`config.mk`:
```
export PLATFORM = sky130hd
export DESIGN_NAME = multicycle_control_unit_flat
export DESIGN_NICKNAME = d
export VERILOG_FILES = /design/src/rtl/multicycle_control_unit_if.sv /design/src/rtl/multicycle_control_unit.sv /design/src/flat_wrapper.sv
export SDC_FILE = /design/constraint.sdc
export NUM_CORES = 1
export LEC_CHECK = 0
export ABC_AREA = 0
export CAP_MARGIN = 5
export CORE_ASPECT_RATIO = 0.9
export CORE_MARGIN = 3
export CORE_UTILIZATION = 36
export CTS_CLUSTER_DIAMETER = 80
export DETAILED_ROUTE_END_ITERATION = 16
export GPL_ROUTABILITY_DRIVEN = 0
export GPL_TIMING_DRIVEN = 0
export PLACE_DENSITY = 0.84
export SLEW_MARGIN = 20
export SYNTH_ARGS = -nofsm -noshare
export SYNTH_HDL_FRONTEND = slang
export SYNTH_SLANG_ARGS = --single-unit
```
`constraint.sdc`:
```
create_clock -name clk -period 2.5 [get_ports clk]
set_input_delay 0.375 -clock clk [delete_from_list [all_inputs] [get_ports clk]]
set_output_delay 0.375 -clock clk [all_outputs]
set_load 0.02 [all_outputs]
```
`src/rtl/multicycle_control_unit_if.sv`:
```
// Control/status bundle between the multicycle RV32I main controller and its
// datapath. The controller side uses the master modport; the datapath (or a
// testbench standing in for it) uses the slave modport.
interface multicycle_control_unit_if;
    logic [6:0] op;
    logic [2:0] funct3;
    logic       funct7b5;
    logic       Zero;
    logic       MemReady;

    logic       PCWrite;
    logic       AdrSrc;
    logic       MemWrite;
    logic       IRWrite;
    logic       RegWrite;
    logic [1:0] ResultSrc;
    logic [1:0] ALUSrcA;
    logic [1:0] ALUSrcB;
    logic [1:0] ImmSrc;
    logic [3:0] ALUControl;
    logic [3:0] State;
    logic       Illegal;

    modport master (
        input  op, funct3, funct7b5, Zero, MemReady,
        output PCWrite, AdrSrc, MemWrite, IRWrite, RegWrite, ResultSrc,
               ALUSrcA, ALUSrcB, ImmSrc, ALUControl, State, Illegal
    );

    modport slave (
        output op, funct3, funct7b5, Zero, MemReady,
        input  PCWrite, AdrSrc, MemWrite, IRWrite, RegWrite, ResultSrc,
               ALUSrcA, ALUSrcB, ImmSrc, ALUControl, State, Illegal
    );
endinterface

```
`src/rtl/multicycle_control_unit.sv`:
```
// Multicycle RV32I main controller: sequences fetch/decode/execute/memory/
// writeback, decodes datapath strobes from the current state and drives the
// ALU operation select.
//
// Optional build macro: CTRL_ILLEGAL_TRAP_EN
//   defined   - unknown opcodes park the FSM in TRAP with Illegal=1 until reset
//   undefined - unknown opcodes fall back to FETCH (NOP); Illegal tied 0
//
// state    | code | meaning
// FETCH    |  0   | read instruction at PC, PC+4 -> PC on MemReady
// DECODE   |  1   | read regs, branch target (OldPC+imm) -> ALUOut
// MEMADR   |  2   | rs1+imm -> ALUOut for load/store
// MEMREAD  |  3   | data read at ALUOut, wait for MemReady
// MEMWB    |  4   | load data -> rd
// MEMWRITE |  5   | store at ALUOut, wait for MemReady
// EXECUTER |  6   | R-type ALU op
// EXECUTEI |  7   | I-type ALU op
// ALUWB    |  8   | ALUOut -> rd
// BRANCH   |  9   | rs1-rs2, take beq/bne from Zero
// JAL      | 10   | OldPC+4 -> ALUOut, target -> PC
// TRAP     | 11   | illegal opcode, held until reset
module multicycle_control_unit #(
    parameter logic [3:0] RESET_STATE = 4'd0
) (
    input logic                          clk,
    input logic                          reset,
    multicycle_control_unit_if.master    bus
);

    typedef enum logic [3:0] {
        FETCH    = 4'd0,
        DECODE   = 4'd1,
        MEMADR   = 4'd2,
        MEMREAD  = 4'd3,
        MEMWB    = 4'd4,
        MEMWRITE = 4'd5,
        EXECUTER = 4'd6,
        EXECUTEI = 4'd7,
        ALUWB    = 4'd8,
        BRANCH   = 4'd9,
        JAL      = 4'd10,
        TRAP     = 4'd11
    } state_t;

    localparam logic [6:0] OP_LOAD   = 7'b0000011;
    localparam logic [6:0] OP_STORE  = 7'b0100011;
    localparam logic [6:0] OP_RTYPE  = 7'b0110011;
    localparam logic [6:0] OP_ITYPE  = 7'b0010011;
    localparam logic [6:0] OP_BRANCH = 7'b1100011;
    localparam logic [6:0] OP_JAL    = 7'b1101111;

    localparam logic [3:0] ALU_ADD = 4'b0000;
    localparam logic [3:0] ALU_SUB = 4'b1000;

    state_t state;
    state_t state_next;

    logic       pc_write;
    logic       adr_src;
    logic       mem_write;
    logic       ir_write;
    logic       reg_write;
    logic [1:0] result_src;
    logic [1:0] alu_src_a;
    logic [1:0] alu_src_b;
    logic [1:0] imm_src;
    logic [3:0] alu_control;

    // Next-state selection; memory-touching states stall on MemReady.
    always_comb begin
        state_next = state;
        case (state)
            FETCH:    state_next = bus.MemReady ? DECODE : FETCH;
            DECODE: begin
                case (bus.op)
                    OP_LOAD, OP_STORE: state_next = MEMADR;
                    OP_RTYPE:          state_next = EXECUTER;
                    OP_ITYPE:          state_next = EXECUTEI;
                    OP_BRANCH:         state_next = BRANCH;
                    OP_JAL:            state_next = JAL;
`ifdef CTRL_ILLEGAL_TRAP_EN
                    default:           state_next = TRAP;
`else
                    default:           state_next = FETCH;
`endif
                endcase
            end
            MEMADR:   state_next = (bus.op == OP_LOAD) ? MEMREAD : MEMWRITE;
            MEMREAD:  state_next = bus.MemReady ? MEMWB : MEMREAD;
            MEMWB:    state_next = FETCH;
            MEMWRITE: state_next = bus.MemReady ? FETCH : MEMWRITE;
            EXECUTER: state_next = ALUWB;
            EXECUTEI: state_next = ALUWB;
            ALUWB:    state_next = FETCH;
            BRANCH:   state_next = FETCH;
            JAL:      state_next = ALUWB;
`ifdef CTRL_ILLEGAL_TRAP_EN
            TRAP:     state_next = TRAP;
`else
            TRAP:     state_next = FETCH;
`endif
            default:  state_next = FETCH;
        endcase
    end

    // State register with synchronous active-low reset.
    always_ff @(posedge clk) begin
        if (!reset) begin
            state <= state_t'(RESET_STATE);
        end else begin
            state <= state_next;
        end
    end

    // Moore decode of datapath selects; FETCH enables and branch PCWrite are
    // gated by live inputs, and all enables are squashed while reset is low.
    always_comb begin
        pc_write    = 1'b0;
        adr_src     = 1'b0;
        mem_write   = 1'b0;
        ir_write    = 1'b0;
        reg_write   = 1'b0;
        result_src  = 2'b00;
        alu_src_a   = 2'b00;
        alu_src_b   = 2'b00;
        alu_control = ALU_ADD;
        case (state)
            FETCH: begin
                alu_src_b  = 2'b10;
                result_src = 2'b10;
                ir_write   = bus.MemReady;
                pc_write   = bus.MemReady;
            end
            DECODE: begin
                alu_src_a = 2'b01;
                alu_src_b = 2'b01;
            end
            MEMADR: begin
                alu_src_a = 2'b10;
                alu_src_b = 2'b01;
            end
            MEMREAD: begin
                adr_src = 1'b1;
            end
            MEMWB: begin
                result_src = 2'b01;
                reg_write  = 1'b1;
            end
            MEMWRITE: begin
                adr_src   = 1'b1;
                mem_write = 1'b1;
            end
            EXECUTER: begin
                alu_src_a   = 2'b10;
                alu_control = {bus.funct7b5, bus.funct3};
            end
            EXECUTEI: begin
                alu_src_a   = 2'b10;
                alu_src_b   = 2'b01;
                // Only srai uses Instr[30]; for other I-types it is immediate data.
                alu_control = {bus.funct7b5 & (bus.funct3 == 3'b101), bus.funct3};
            end
            ALUWB: begin
                reg_write = 1'b1;
            end
            BRANCH: begin
                alu_src_a   = 2'b10;
                alu_control = ALU_SUB;
                pc_write    = bus.Zero ^ bus.funct3[0];
            end
            JAL: begin
                alu_src_a = 2'b01;
                alu_src_b = 2'b10;
                pc_write  = 1'b1;
            end
            default: begin
            end
        endcase
        if (!reset) begin
            pc_write  = 1'b0;
            mem_write = 1'b0;
            ir_write  = 1'b0;
            reg_write = 1'b0;
        end
    end

    // Immediate format follows the opcode regardless of state.
    always_comb begin
        case (bus.op)
            OP_STORE:  imm_src = 2'b01;
            OP_BRANCH: imm_src = 2'b10;
            OP_JAL:    imm_src = 2'b11;
            default:   imm_src = 2'b00;
        endcase
    end

    assign bus.PCWrite    = pc_write;
    assign bus.AdrSrc     = adr_src;
    assign bus.MemWrite   = mem_write;
    assign bus.IRWrite    = ir_write;
    assign bus.RegWrite   = reg_write;
    assign bus.ResultSrc  = result_src;
    assign bus.ALUSrcA    = alu_src_a;
    assign bus.ALUSrcB    = alu_src_b;
    assign bus.ImmSrc     = imm_src;
    assign bus.ALUControl = alu_control;
    assign bus.State      = state;
`ifdef CTRL_ILLEGAL_TRAP_EN
    assign bus.Illegal    = (state == TRAP);
`else
    assign bus.Illegal    = 1'b0;
`endif

endmodule

```
`src/flat_wrapper.sv`:
```
// flat-port wrapper written by rule: the top's interface ports become plain ports
module multicycle_control_unit_flat 
#(
    parameter logic [3:0] RESET_STATE = 4'd0
)
  (clk, reset, bus_op, bus_funct3, bus_funct7b5, bus_Zero, bus_MemReady, bus_PCWrite, bus_AdrSrc, bus_MemWrite, bus_IRWrite, bus_RegWrite, bus_ResultSrc, bus_ALUSrcA, bus_ALUSrcB, bus_ImmSrc, bus_ALUControl, bus_State, bus_Illegal);
  multicycle_control_unit_if bus_i ();
  input logic clk;
  input logic reset;
  input wire logic [$bits(bus_i.op)-1:0] bus_op;
  input wire logic [$bits(bus_i.funct3)-1:0] bus_funct3;
  input wire logic [$bits(bus_i.funct7b5)-1:0] bus_funct7b5;
  input wire logic [$bits(bus_i.Zero)-1:0] bus_Zero;
  input wire logic [$bits(bus_i.MemReady)-1:0] bus_MemReady;
  output wire logic [$bits(bus_i.PCWrite)-1:0] bus_PCWrite;
  output wire logic [$bits(bus_i.AdrSrc)-1:0] bus_AdrSrc;
  output wire logic [$bits(bus_i.MemWrite)-1:0] bus_MemWrite;
  output wire logic [$bits(bus_i.IRWrite)-1:0] bus_IRWrite;
  output wire logic [$bits(bus_i.RegWrite)-1:0] bus_RegWrite;
  output wire logic [$bits(bus_i.ResultSrc)-1:0] bus_ResultSrc;
  output wire logic [$bits(bus_i.ALUSrcA)-1:0] bus_ALUSrcA;
  output wire logic [$bits(bus_i.ALUSrcB)-1:0] bus_ALUSrcB;
  output wire logic [$bits(bus_i.ImmSrc)-1:0] bus_ImmSrc;
  output wire logic [$bits(bus_i.ALUControl)-1:0] bus_ALUControl;
  output wire logic [$bits(bus_i.State)-1:0] bus_State;
  output wire logic [$bits(bus_i.Illegal)-1:0] bus_Illegal;
  assign bus_i.op = bus_op;
  assign bus_i.funct3 = bus_funct3;
  assign bus_i.funct7b5 = bus_funct7b5;
  assign bus_i.Zero = bus_Zero;
  assign bus_i.MemReady = bus_MemReady;
  assign bus_PCWrite = bus_i.PCWrite;
  assign bus_AdrSrc = bus_i.AdrSrc;
  assign bus_MemWrite = bus_i.MemWrite;
  assign bus_IRWrite = bus_i.IRWrite;
  assign bus_RegWrite = bus_i.RegWrite;
  assign bus_ResultSrc = bus_i.ResultSrc;
  assign bus_ALUSrcA = bus_i.ALUSrcA;
  assign bus_ALUSrcB = bus_i.ALUSrcB;
  assign bus_ImmSrc = bus_i.ImmSrc;
  assign bus_ALUControl = bus_i.ALUControl;
  assign bus_State = bus_i.State;
  assign bus_Illegal = bus_i.Illegal;
  multicycle_control_unit #(.RESET_STATE(RESET_STATE)) u_core (.clk(clk), .reset(reset), .bus(bus_i));
endmodule
```
==> results.toml <==
[yosys]
netlist_area_sq_um = 621
synth_area_per_cell_sq_um = 6.67
yosys_warnings = 0
synth_top_area_share_pct = 12.9
syn_inst = 93
synth_seq_cells = 4
syn_nets = 108
yosys-top-cells-area = "dfxtp_1 (13%), and3_1 (6.0%), nand2b_1 (6.0%)"
yosysTopAreaCell = "dfxtp_1"
yosysSeqAreaShare_pct = 12.9
ys_types = 37

[outcome]
status = "complete, no violations"

[floorplanning]
chipWidth_um = 49.8
dieArea_sq_um = 2260
coreArea_sq_um = 1530
start_util_pct = 40.6
pin_count = 37
rows = 13
die_h_um = 45.4

[clock_tree]
root_buffer = "clkbuf_4"
cts_buffer_depth = 2
cts.sinks = 4
hold_buffers = 0
clk_pin_slew_ns = 0.04
cts_buffers = 3
cts_setup_buffers = 0
tritoncts = "yes"
cts_max_level = 1
clk_latency_ns = 0.24

[worst_setup_path]
cp_max_fo = 10
cp-end-kind = "primary output"
crit_path_start_kind = "flip-flop"
worstPathRequired_ns = 2.12
worstSetupPathType = "reg -> out"
worstPathArrival_ns = 1.97

[grt]
track_usage_pct = 19.7
antenna_found_initial = 0
grt_pass1_wl_um = 3380
grt_max_degree = 11
overflow = 0
first_global_vias = 744

[flow_run]
drv_cap = 0

[pwr]
p_switching_uw = 72.9
power_density_nw_per_um2 = 232
switching_share_pct = 30.2
power_leakage_uw = 0.000435
pwr-share-comb_pct = 39.7
intPower_uw = 168
ir_drop_mv = 0.181
clkPwrFrac_pct = 33.0
power_frac_seq_pct = 27.3

[routing]
post-route-drc-count = 0
routed_wirelength_um = 2110
vias = 839
vias_per_cell = 5.48
drtIter0Drc = 28
ant_nets = 0
routedWlPerCell_um = 13.8
firstDrtPassIters = 4

[sta]
finClkSkew_ns = 0.00101
final_hold_viol_count = 0
clock.fmax_mhz = 427
rsz0062_at_grt = "false"
period_minus_slack_ns = 2.34
post-route-period-util_pct = 93.6
hold_slack_ns = 0.726
final-max-slew-violation-count = 0
finalSetupViolCount = 0

[layout]
antenna_cells = 0
fill_cells = 141
fin_util_pct = 67.9
syn_to_final_growth_pct = 67.3
layout_common_cells = "clkdlybuf4s50_1 (32), nor2_1 (7), a21oi_1 (7), nand2b_1 (6), and3_1 (6)"
fin_nets = 148
drive_gt1_share_pct = 9.16
fin_cells = 153
largest_register_ffs = 4
final_common_cell = "clkdlybuf4s50_1"

[placed_design]
port_buffers = 35
place_hpwl_um = 1730
dp_cells = 150

[worst_hold_path]
hp-class = "reg -> reg"
## worst max-delay path, stage by stage (launching register included)
cell and delay, ns:
dfxtp_1 0.31, buf_2 0.20, clkbuf_1 0.33, o21ai_0 0.16, nand4_1 0.11, o21ai_0 0.07
clkdlybuf4s50_1 0.54
## per-layer routing
layer / share of wire, % / global-route usage, % / up-vias
met5: 0 / 0 / -
met2: 53 / 35.9 / 29
met3: 6.2 / 7.21 / 2
li1: - / - / 413
met1: 40 / 22.8 / 395
met4: 0.38 / 2.76 / 0
## layout make-up
cell class,instances,area [sq um],area share [%]
multi-input cells,81,507,48.8
repair buffers,35,354,34.1
flip-flops and latches,4,80.1,7.71
plain buffers,8,47.5,4.58
well taps,22,27.5,2.65
clock buffers,3,22.5,2.17
## final timing paths
kind / from / to / slack (ns) / depth (start not counted)
worst max register to register: u_core.bus.State[2] / u_core.bus.State[0] / 0.80 / 5
worst min-delay path: u_core.bus.State[1] / u_core.bus.State[3] / 0.73 / 3
worst min register to register: u_core.bus.State[1] / u_core.bus.State[3] / 0.73 / 3
worst max-delay path: u_core.bus.State[0] / bus_ALUControl[3] / 0.16 / 6
## cell families (layout without fill, tap and decap cells)
family / count (synthesis) / in the layout / synth area share [%]
compound gates: 24 / 24 / 24.4
xor+xnor: 4 / 4 / 5.65
buf+inv: 8 / 46 / 6.85
simple gates: 52 / 52 / 49.6
flops: 4 / 4 / 12.9
other cells: 1 / 1 / 0.604
## what timing repair did
action / CTS / global route
endpoints found under the hold margin: 0 / 0
gates resized for setup: 4 / 7
endpoints found under the setup margin: 10 / 11
## cells in the mapped netlist
master and count:
clkbuf_1 5, o21ai_0 5, and3_1 6, nand2_1 5
o22ai_1 2, nand4_1 2, or3_1 2, buf_4 1
or4_1 1, nor4_1 1, o41ai_1 1, nor2b_1 6
and4_1 1, a21oi_1 7, nand3b_1 1, nor3b_1 4
o21bai_1 1, nand2b_1 6, a21boi_0 1, a22oi_1 1
nor3_1 2, a32oi_1 1, buf_6 1, and3b_1 2
nor2_1 7, nor4bb_1 1, xor2_1 2, o2bb2ai_1 1
a21o_1 3, buf_2 1, or2_1 1, xnor2_1 2
nand3_1 3, and2_1 1, dfxtp_1 4, conb_1 1
o211ai_1 1
## per-stage QoR
step	setup TNS (ns)	area, sq um	power, uW	worst slack [ns]
3_3_place_gp	-0.0967	998	159	-0.0967
4_1_cts	0	1030	245	0.00535
6_report	0	1040	241	0.159
3_5_place_dp	-0.111	998	161	-0.111
5_1_grt	0	1040	256	0.00167
2_1_floorplan	0	621	110	0.610
## power groups by stage
stage               sequential, uW  clock [uW]  combinational [uW]
floorplan                     68.4           0                41.6
global placement              66.8           0                92.5
detailed placement            66.9           0                94.5
CTS                           65.9        83.6                95.4
global route                  66.0        87.1                 103
finish                        65.9        79.6                95.8
Note: power is estimated with default switching activity, not from simulation.
